File: src/rtl/mult_div_unit_pkg.sv
// Shared definitions for the iterative multiply/divide unit:
// operation codes, controller states and small op-decoding helpers.
package mdu_pkg;

    typedef enum logic [1:0] {
        OP_MULTU = 2'b00,
        OP_MULT  = 2'b01,
        OP_DIVU  = 2'b10,
        OP_DIV   = 2'b11
    } op_e;

    typedef enum logic [1:0] {
        ST_IDLE  = 2'b00,
        ST_RUN   = 2'b01,
        ST_FIXUP = 2'b10
    } state_e;

    // Odd op codes are the two's-complement variants
    function automatic logic opIsSigned(input op_e op);
        return op[0];
    endfunction

    function automatic logic opIsDivide(input op_e op);
        return op[1];
    endfunction

endpackage

File: src/rtl/mult_div_unit_if.sv
// Start/busy/done handshake and operand/result bus between the EX stage
// pipeline (master) and the multiply/divide unit (slave).
interface mult_div_unit_if #(parameter int WIDTH = 32);
    logic             start;
    logic [1:0]       op;
    logic [WIDTH-1:0] dataA;
    logic [WIDTH-1:0] dataB;
    logic             busy;
    logic             done;
    logic [WIDTH-1:0] hi;
    logic [WIDTH-1:0] lo;
    logic             div_by_zero;

    modport master (
        output start, op, dataA, dataB,
        input  busy, done, hi, lo, div_by_zero
    );

    modport slave (
        input  start, op, dataA, dataB,
        output busy, done, hi, lo, div_by_zero
    );
endinterface

File: src/rtl/mult_div_unit.sv
// Iterative signed/unsigned multiply and restoring divide, one bit per cycle.
// Operands become magnitudes on entry; signs are reapplied in FIXUP.
module mult_div_unit
    import mdu_pkg::*;
#(
    parameter int WIDTH = 32
) (
    input  logic             clk,
    input  logic             reset,
    mult_div_unit_if.slave   bus
);

    localparam int CW = $clog2(WIDTH + 1);

    state_e               r_state, w_nextState;
    op_e                  r_op, w_nextOp;
    logic [2*WIDTH-1:0]   r_acc, w_nextAcc;
    logic [WIDTH-1:0]     r_opB, w_nextOpB;
    logic [WIDTH-1:0]     r_hi, w_nextHi;
    logic [WIDTH-1:0]     r_lo, w_nextLo;
    logic [CW-1:0]        r_cnt, w_nextCnt;
    logic                 r_negA, w_nextNegA;
    logic                 r_negB, w_nextNegB;
    logic                 r_busy, w_nextBusy;
    logic                 r_done, w_nextDone;
    logic                 r_dbz, w_nextDbz;

    op_e                  w_reqOp;
    logic                 w_reqSigned;
    logic                 w_load;
    logic [WIDTH-1:0]     w_magA, w_magB;
    logic [WIDTH:0]       w_mulSum;
    logic [WIDTH:0]       w_divDiff;
    logic [2*WIDTH-1:0]   w_mulStep, w_divStep;
    logic [2*WIDTH-1:0]   w_prodSigned;
    logic [WIDTH-1:0]     w_quot, w_rem;

    assign w_reqOp     = op_e'(bus.op);
    assign w_reqSigned = opIsSigned(w_reqOp);
    assign w_magA      = (w_reqSigned && bus.dataA[WIDTH-1]) ? -bus.dataA : bus.dataA;
    assign w_magB      = (w_reqSigned && bus.dataB[WIDTH-1]) ? -bus.dataB : bus.dataB;

    // A new op is accepted when idle or in the final cycle of the previous one
    assign w_load = bus.start && (r_state == ST_IDLE || r_state == ST_FIXUP);

    assign w_mulSum  = {1'b0, r_acc[2*WIDTH-1:WIDTH]} + (r_acc[0] ? {1'b0, r_opB} : '0);
    assign w_mulStep = {w_mulSum, r_acc[WIDTH-1:1]};

    // Restoring step: partial remainder shifted left with the next dividend bit
    assign w_divDiff = r_acc[2*WIDTH-1:WIDTH-1] - {1'b0, r_opB};
    assign w_divStep = w_divDiff[WIDTH] ? {r_acc[2*WIDTH-2:0], 1'b0}
                                        : {w_divDiff[WIDTH-1:0], r_acc[WIDTH-2:0], 1'b1};

    assign w_prodSigned = (r_negA ^ r_negB) ? -r_acc : r_acc;
    assign w_quot       = r_acc[WIDTH-1:0];
    assign w_rem        = r_acc[2*WIDTH-1:WIDTH];

    always_comb begin
        w_nextState = r_state;
        w_nextOp    = r_op;
        w_nextAcc   = r_acc;
        w_nextOpB   = r_opB;
        w_nextHi    = r_hi;
        w_nextLo    = r_lo;
        w_nextCnt   = r_cnt;
        w_nextNegA  = r_negA;
        w_nextNegB  = r_negB;
        w_nextBusy  = r_busy;
        w_nextDone  = 1'b0;
        w_nextDbz   = r_dbz;

        case (r_state)
            ST_RUN: begin
                w_nextAcc = opIsDivide(r_op) ? w_divStep : w_mulStep;
                w_nextCnt = r_cnt - 1'b1;
                if (r_cnt == CW'(1)) begin
                    w_nextState = ST_FIXUP;
                end
            end
            ST_FIXUP: begin
                w_nextState = ST_IDLE;
                w_nextBusy  = 1'b0;
                w_nextDone  = 1'b1;
                if (opIsDivide(r_op)) begin
                    w_nextDbz = (r_opB == '0);
                    w_nextHi  = r_negA ? -w_rem : w_rem;
                    if (r_opB == '0) begin
                        w_nextLo = '1;
                    end else begin
                        w_nextLo = (r_negA ^ r_negB) ? -w_quot : w_quot;
                    end
                end else begin
                    w_nextDbz = 1'b0;
                    {w_nextHi, w_nextLo} = w_prodSigned;
                end
            end
            default: begin
            end
        endcase

        if (w_load) begin
            w_nextState = ST_RUN;
            w_nextOp    = w_reqOp;
            w_nextAcc   = {{WIDTH{1'b0}}, w_magA};
            w_nextOpB   = w_magB;
            w_nextNegA  = w_reqSigned & bus.dataA[WIDTH-1];
            w_nextNegB  = w_reqSigned & bus.dataB[WIDTH-1];
            w_nextCnt   = CW'(WIDTH);
            w_nextBusy  = 1'b1;
        end
    end

    always_ff @(posedge clk or posedge reset) begin
        if (reset) begin
            r_state <= ST_IDLE;
            r_op    <= OP_MULTU;
            r_acc   <= '0;
            r_opB   <= '0;
            r_hi    <= '0;
            r_lo    <= '0;
            r_cnt   <= '0;
            r_negA  <= 1'b0;
            r_negB  <= 1'b0;
            r_busy  <= 1'b0;
            r_done  <= 1'b0;
            r_dbz   <= 1'b0;
        end else begin
            r_state <= w_nextState;
            r_op    <= w_nextOp;
            r_acc   <= w_nextAcc;
            r_opB   <= w_nextOpB;
            r_hi    <= w_nextHi;
            r_lo    <= w_nextLo;
            r_cnt   <= w_nextCnt;
            r_negA  <= w_nextNegA;
            r_negB  <= w_nextNegB;
            r_busy  <= w_nextBusy;
            r_done  <= w_nextDone;
            r_dbz   <= w_nextDbz;
        end
    end

    assign bus.busy        = r_busy;
    assign bus.done        = r_done;
    assign bus.hi          = r_hi;
    assign bus.lo          = r_lo;
    assign bus.div_by_zero = r_dbz;

endmodule

File: src/flat_wrapper.sv
// flat-port wrapper written by rule: the top's interface ports become plain ports
module mult_div_unit_flat import mdu_pkg::*;
#(
    parameter int WIDTH = 32
)
  (clk, reset, bus_start, bus_op, bus_dataA, bus_dataB, bus_busy, bus_done, bus_hi, bus_lo, bus_div_by_zero);
  mult_div_unit_if #(.WIDTH(WIDTH)) bus_i ();
  input  logic clk;
  input  logic reset;
  input wire logic [$bits(bus_i.start)-1:0] bus_start;
  input wire logic [$bits(bus_i.op)-1:0] bus_op;
  input wire logic [$bits(bus_i.dataA)-1:0] bus_dataA;
  input wire logic [$bits(bus_i.dataB)-1:0] bus_dataB;
  output wire logic [$bits(bus_i.busy)-1:0] bus_busy;
  output wire logic [$bits(bus_i.done)-1:0] bus_done;
  output wire logic [$bits(bus_i.hi)-1:0] bus_hi;
  output wire logic [$bits(bus_i.lo)-1:0] bus_lo;
  output wire logic [$bits(bus_i.div_by_zero)-1:0] bus_div_by_zero;
  assign bus_i.start = bus_start;
  assign bus_i.op = bus_op;
  assign bus_i.dataA = bus_dataA;
  assign bus_i.dataB = bus_dataB;
  assign bus_busy = bus_i.busy;
  assign bus_done = bus_i.done;
  assign bus_hi = bus_i.hi;
  assign bus_lo = bus_i.lo;
  assign bus_div_by_zero = bus_i.div_by_zero;
  mult_div_unit #(.WIDTH(WIDTH)) u_core (.clk(clk), .reset(reset), .bus(bus_i));
endmodule
File: config.mk
export PLATFORM = sky130hd
export DESIGN_NAME = mult_div_unit_flat
export DESIGN_NICKNAME = d
export VERILOG_FILES = /design/src/rtl/mult_div_unit_pkg.sv /design/src/rtl/mult_div_unit_if.sv /design/src/rtl/mult_div_unit.sv /design/src/flat_wrapper.sv
export SDC_FILE = /design/constraint.sdc
export NUM_CORES = 1
export LEC_CHECK = 0
export ABC_AREA = 0
export CORE_MARGIN = 2
export CORE_UTILIZATION = 55
export DETAILED_ROUTE_END_ITERATION = 6
export DONT_BUFFER_PORTS = 1
export GPL_TIMING_DRIVEN = 0
export PLACE_DENSITY = 0.73
export SLEW_MARGIN = 0
export SYNTH_ARGS = -nofsm -noshare
export SYNTH_HDL_FRONTEND = slang
export SYNTH_SLANG_ARGS = --single-unit
export TNS_END_PERCENT = 30
File: constraint.sdc
create_clock -name clk -period 5.95 [get_ports clk]
set_input_delay 1.19 -clock clk [delete_from_list [all_inputs] [get_ports clk]]
set_output_delay 1.19 -clock clk [all_outputs]
set_load 0.05 [all_outputs]
# Word-level counts from Yosys, hierarchy flattened
# Cells that the tools add are included.
[classes] eq_ne=4 n_bitwise=3 n_reduce_logical=10 add_sub_neg=8 mux=22
[op_table] op="64-bit 2-to-1 mux" count=5
[op_table] op="32-bit 2-to-1 mux" count=8
[op_table] op="32-bit negator" count=4
[op_table] op="64-bit negator" count=1
[op_table] op="32-bit by 33-bit adder with 33-bit output" count=1
[op_table] op="33-bit by 32-bit subtractor with 33-bit output" count=1
[op_table] op="32-bit logical NOT" count=1
[op_table] op="6-bit 2-to-1 mux" count=2
[op_table] op="6-bit by 1-bit == test with 1-bit output (second input constant)" count=1
[op_table] op="6-bit by 1-bit subtractor with 6-bit output (second input constant)" count=1
[op_table] op="1-bit 2-to-1 mux" count=4
[op_table] op="2-bit 2-to-1 mux" count=2
[op_table] op="2-bit case mux with 2 select lines" count=1
[op_table] op="2-bit nonzero test" count=2
[op_table] op="1-bit logical AND" count=3
[op_table] op="3-bit by 1-bit != test with 1-bit output (second input constant)" count=1
[op_table] op="3-bit nonzero test" count=1
[op_table] op="1-bit bitwise AND" count=2
[op_table] op="2-bit by 1-bit == test with 1-bit output (second input constant)" count=1
[op_table] op="2-bit == test (second input constant)" count=1
[op_table] op="2-bit logical NOT" count=1
[op_table] op="2-bit AND reduction" count=1
[op_table] op="1-bit logical OR" count=1
[op_table] op="1-bit XOR" count=1
[word_totals] output_inout_bits=67 regBits=175 word_cells=59 inputBits=69

# Depth between registers and ports, before layout
[logic_depth] depth_word=5 ltp_mapped=14 depth_no_buf=13

# Worst setup path before layout
# OpenSTA, ideal clock, no wires.
[synth_timing] path_kind="register to register" from="reg u_core.r_acc[0]" to="reg u_core.r_acc[59]" setup_slack_ns=2.846 t_arrival_ns=3.017 stages_incl_launch_ff=14 setup_time_ns=0.087 path_buffers=1 t_required_ns=5.863 period_less_slack_ns=3.104 cell_sequence="dfrtp_1 inv_1 clkbuf_1 nor2_1 ha_1 a21o_1 a21oi_1 a21oi_1 nor4b_2 o32ai_1 o41ai_1 xnor2_1 nand2_1 o211ai_1"
[synth_between] elab_chain_len=5
[synth_rtl] item="start: declaration" line="mult_div_unit.sv:17" rtl="logic [2*WIDTH-1:0] r_acc, w_nextAcc;"
[synth_rtl] item="start signal: assignment" line="mult_div_unit.sv:130" rtl="r_acc <= w_nextAcc;"
[synth_rtl] item="32-bit 2-to-1 mux" line="mult_div_unit.sv:46" rtl="assign w_mulSum = {1'b0, r_acc[2*WIDTH-1:WIDTH]} + (r_acc[0] ? {1'b0, r_opB} : '0);"
[synth_rtl] item="32-bit by 33-bit adder with 33-bit output" line="mult_div_unit.sv:46"
[synth_rtl] item="64-bit 2-to-1 mux" line="mult_div_unit.sv:74" rtl="w_nextAcc = opIsDivide(r_op) ? w_divStep : w_mulStep;"
[synth_rtl] item="64-bit 2-to-1 mux" line="mult_div_unit.sv:72" rtl="case (r_state)"
[synth_rtl] item="64-bit 2-to-1 mux" line="mult_div_unit.sv:101" rtl="if (w_load) begin"
# No other way between the ends. The select of a mux whose other input is x is not followed.
# A chain may end at the register's enable or synchronous reset.

# Worst setup path after layout
# Ends and elaborated chain as after synthesis.

==> metrics.txt <==
post-CTS sizing=0; yosys warns=0; Startpoint Class=flip-flop; worst min path class=flip-flop to flip-flop; Worst Setup SP=u_core.r_acc[0]; post-synthesis sequential element count=174; crit-path cells=inv_1, clkbuf_1, nor2_1, ha_1, a21o_1, a21oi_1, a21oi_1, nor4b_2, o32ai_1, o41ai_1, xnor2_1, nand2_1, o211ai_1; Top-Level Pins=136; Netlist cell types=87; Die H=163.3 um; Worst Hold Slack=484.5 ps; first-pass detailed-route iteration total=7; Max stage delay cell, worst path=nor4b_2; Clk Tree Root Cell=clkbuf_16; clk slew on worst S/H paths=80 ps; FILL cells=2,277; post-DP HPWL=34,950 um; Post-synth EDFFs=0; critical path fanouts, max=10; initial core utilization=0.5576; final setup fails=0; via count=13.38k; Post-synth top flop=dfrtp_1; Routed WL=45,240 um; Critical Path AT=4700 ps; count of pins over their slew limit=0; CP dominant cell by count=a21oi_1; Max-slew headroom=0.2796; fin worst setup slack=1607 ps; dpl cells=2,062; Hold Startpoint=u_core.r_opB[22]; Setup Buffers After CTS=0; Worst Path Buf+Inv=2; Final Critical Period=4343 ps; Core Util, Final=0.6003; routed len/inst=21.60 um; CP Data Required Time=6300 ps; Sink Count=174; vias per cell=6.388; Post-synth ARST share=1.000; post-synthesis sequential area ratio=0.3119; syn avg cell area=8.065 um2; status=finished, violations left; diodes inserted=0; Worst Skew=18.58 ps; WS Path Type=flip-flop to flip-flop; hold_buf cts=0; maxcap violations=0; delay-heaviest family, CP=compound AO/OA/AOI/OAI gates; Num CTS Buffers=17; Post-Syn Area=0.01396 mm2; filler-free cell count of the finished design=2,094; DRT iter0 DRCs=1,263; # DRC=1; post-placement setup slack=1824 ps; vias in the first global route=12.59k; clk_lat worst skew=460 ps; number of antenna violations at the first check in global routing=0; die width=163.3 um; ANT nets after route=0; final hold viol count=0; Post-Syn Instances=1,731; Nets=1,895; slowest cell delay on critical path=770 ps; fraction of layout cells with a size suffix above 1=0.04762; commonest non-fill, non-tap cells in the layout=nor2_1 (188), dfrtp_1 (174), a21oi_1 (170); core area=0.02504 mm2; actual slew at the worst max-slew pin=1081 ps; worst vdd ir=0.1883 mV; RR Startpoint=u_core.r_acc[0]; grt ovf=0; fmax=230.2 MHz; Final GP Congestion=0.9834; RSZ-0062 raised after global routing=false; CTS tree=built; PwrDens=164.3 mW/mm2; violated checks=DRC; nets in the synthesized netlist=1,875; final period utilization=0.7300; Clock Tree Buf Depth=2; post-route cell area=0.01503 mm2; Rows=58; die area=0.02667 mm2; global-route wire length before repair=69,660 um; H-tree depth=4; Area after DPL=0.01441 mm2; Leak=6.635 nW; pin count of the biggest net entering global routing=124; commonest non-fill, non-tap cell in the layout=nor2_1; total track usage=0.3379; Area Overhead vs Synth=7.654%; # port buffers=0; crit end category=flip-flop
==> state kept, by name, indices dropped and copies added, names as in the netlist <==
| name | flops |
|---|---|
| u_core.r_negA | 1 |
| u_core.bus.lo | 32 |
| u_core.r_state | 2 |
| u_core.bus.hi | 32 |
| u_core.r_opB | 32 |
| u_core.r_cnt | 6 |
| u_core.r_negB | 1 |
| u_core.bus.busy | 1 |
| u_core.r_op | 1 |
| u_core.r_acc | 64 |
| u_core.bus.div_by_zero | 1 |
| u_core.bus.done | 1 |
==> cell usage after synthesis (21+ instances only) <==
| master | count | area (um2) |
|---|---|---|
| a21o_1 | 26 | 195.2 |
| a21oi_1 | 170 | 850.8 |
| a31oi_1 | 21 | 131.4 |
| clkbuf_1 | 80 | 300.3 |
| dfrtp_1 | 174 | 4354 |
| ha_1 | 73 | 913.4 |
| inv_1 | 69 | 259.0 |
| mux2i_1 | 40 | 400.4 |
| nand2_1 | 156 | 585.6 |
| nand3_1 | 26 | 130.1 |
| nor2_1 | 188 | 705.7 |
| nor3_1 | 49 | 245.2 |
| nor4_1 | 28 | 175.2 |
| o211ai_1 | 46 | 345.3 |
| o21ai_0 | 136 | 680.7 |
| o21ai_1 | 25 | 125.1 |
| xnor2_1 | 106 | 928.4 |
| xor2_1 | 71 | 621.9 |
==> cell families (layout without fill, tap and decap cells) <==
family                   after synthesis  count (layout)  synth area share
AO/OA/AOI/OAI                        553             553            0.2460
AND/OR/NAND/NOR                      537             537            0.1792
XOR/XNOR                             177             177            0.1110
flip-flops                           174             174            0.3119
buffers and inverters                165             198           0.04660
adder cells (fa/ha/maj)               75              75           0.06829
multiplexers                          50              50           0.03701
==> layer usage <==
| layer | vias up | share of wire | global-route usage |
|---|---|---|---|
| li1 | 6237 | - | - |
| met1 | 6325 | 0.43 | 0.4807 |
| met2 | 722 | 0.43 | 0.5075 |
| met3 | 93 | 0.11 | 0.07923 |
| met4 | 0 | 0.026 | 0.1070 |
| met5 | - | 0 | 0 |
==> layout make-up <==
| type | instances | area [um2] | area share |
|---|---|---|---|
| Multi-Input combinational cell | 1392 | 8956 | 0.5959 |
| Sequential cell | 174 | 4354 | 0.2897 |
| Clock buffer | 17 | 425.4 | 0.02831 |
| Tap cell | 330 | 412.9 | 0.02747 |
| Buffer | 94 | 384.1 | 0.02556 |
| Inverter | 71 | 274.0 | 0.01823 |
| Clock inverter | 15 | 195.2 | 0.01299 |
| Timing Repair Buffer | 1 | 27.53 | 0.001832 |
==> where the power goes <==
group | leakage [nW] | internal (W) | total [W] | switching (W)
Sequential | 2.36 | 0.00118 | 0.00118 | 0
Combinational | 3.97 | 0.0000359 | 0.0000955 | 0.0000596
Clock | 0.298 | 0.000583 | 0.00119 | 0.000610
==> worst reg2reg max path, stage by stage (launching register included) <==
cell      delay [ps]
dfrtp_1          500
inv_1            210
clkbuf_1         450
nor2_1           120
ha_1             350
a21o_1           220
a21oi_1          280
a21oi_1          170
nor4b_2          770
o32ai_1          330
o41ai_1          460
xnor2_1          200
nand2_1           80
o211ai_1         110
==> through the flow <==
step | TNS (ps) | total power (W)
global placement | -312430 | 0.001298
global route | 0 | 0.002538
CTS | 0 | 0.002473
floorplan | 0 | 0.001278
finish | 0 | 0.002470
detailed placement | 0 | 0.001302
==> path summary, 6_finish.rpt <==
path / endpoint / slack, ps / cells past startpoint
worst min register to register: u_core.r_opB[22] / 480 / 2
worst max-delay path: u_core.r_acc[59] / 1610 / 13
worst max register to register: u_core.r_acc[59] / 1610 / 13
min in group asynchronous: u_core.bus.lo[23] / 570 / 1
worst min-delay path: u_core.r_opB[22] / 480 / 2
max in group asynchronous: u_core.r_opB[18] / 4430 / 2
(Power assumes the default switching activity.)
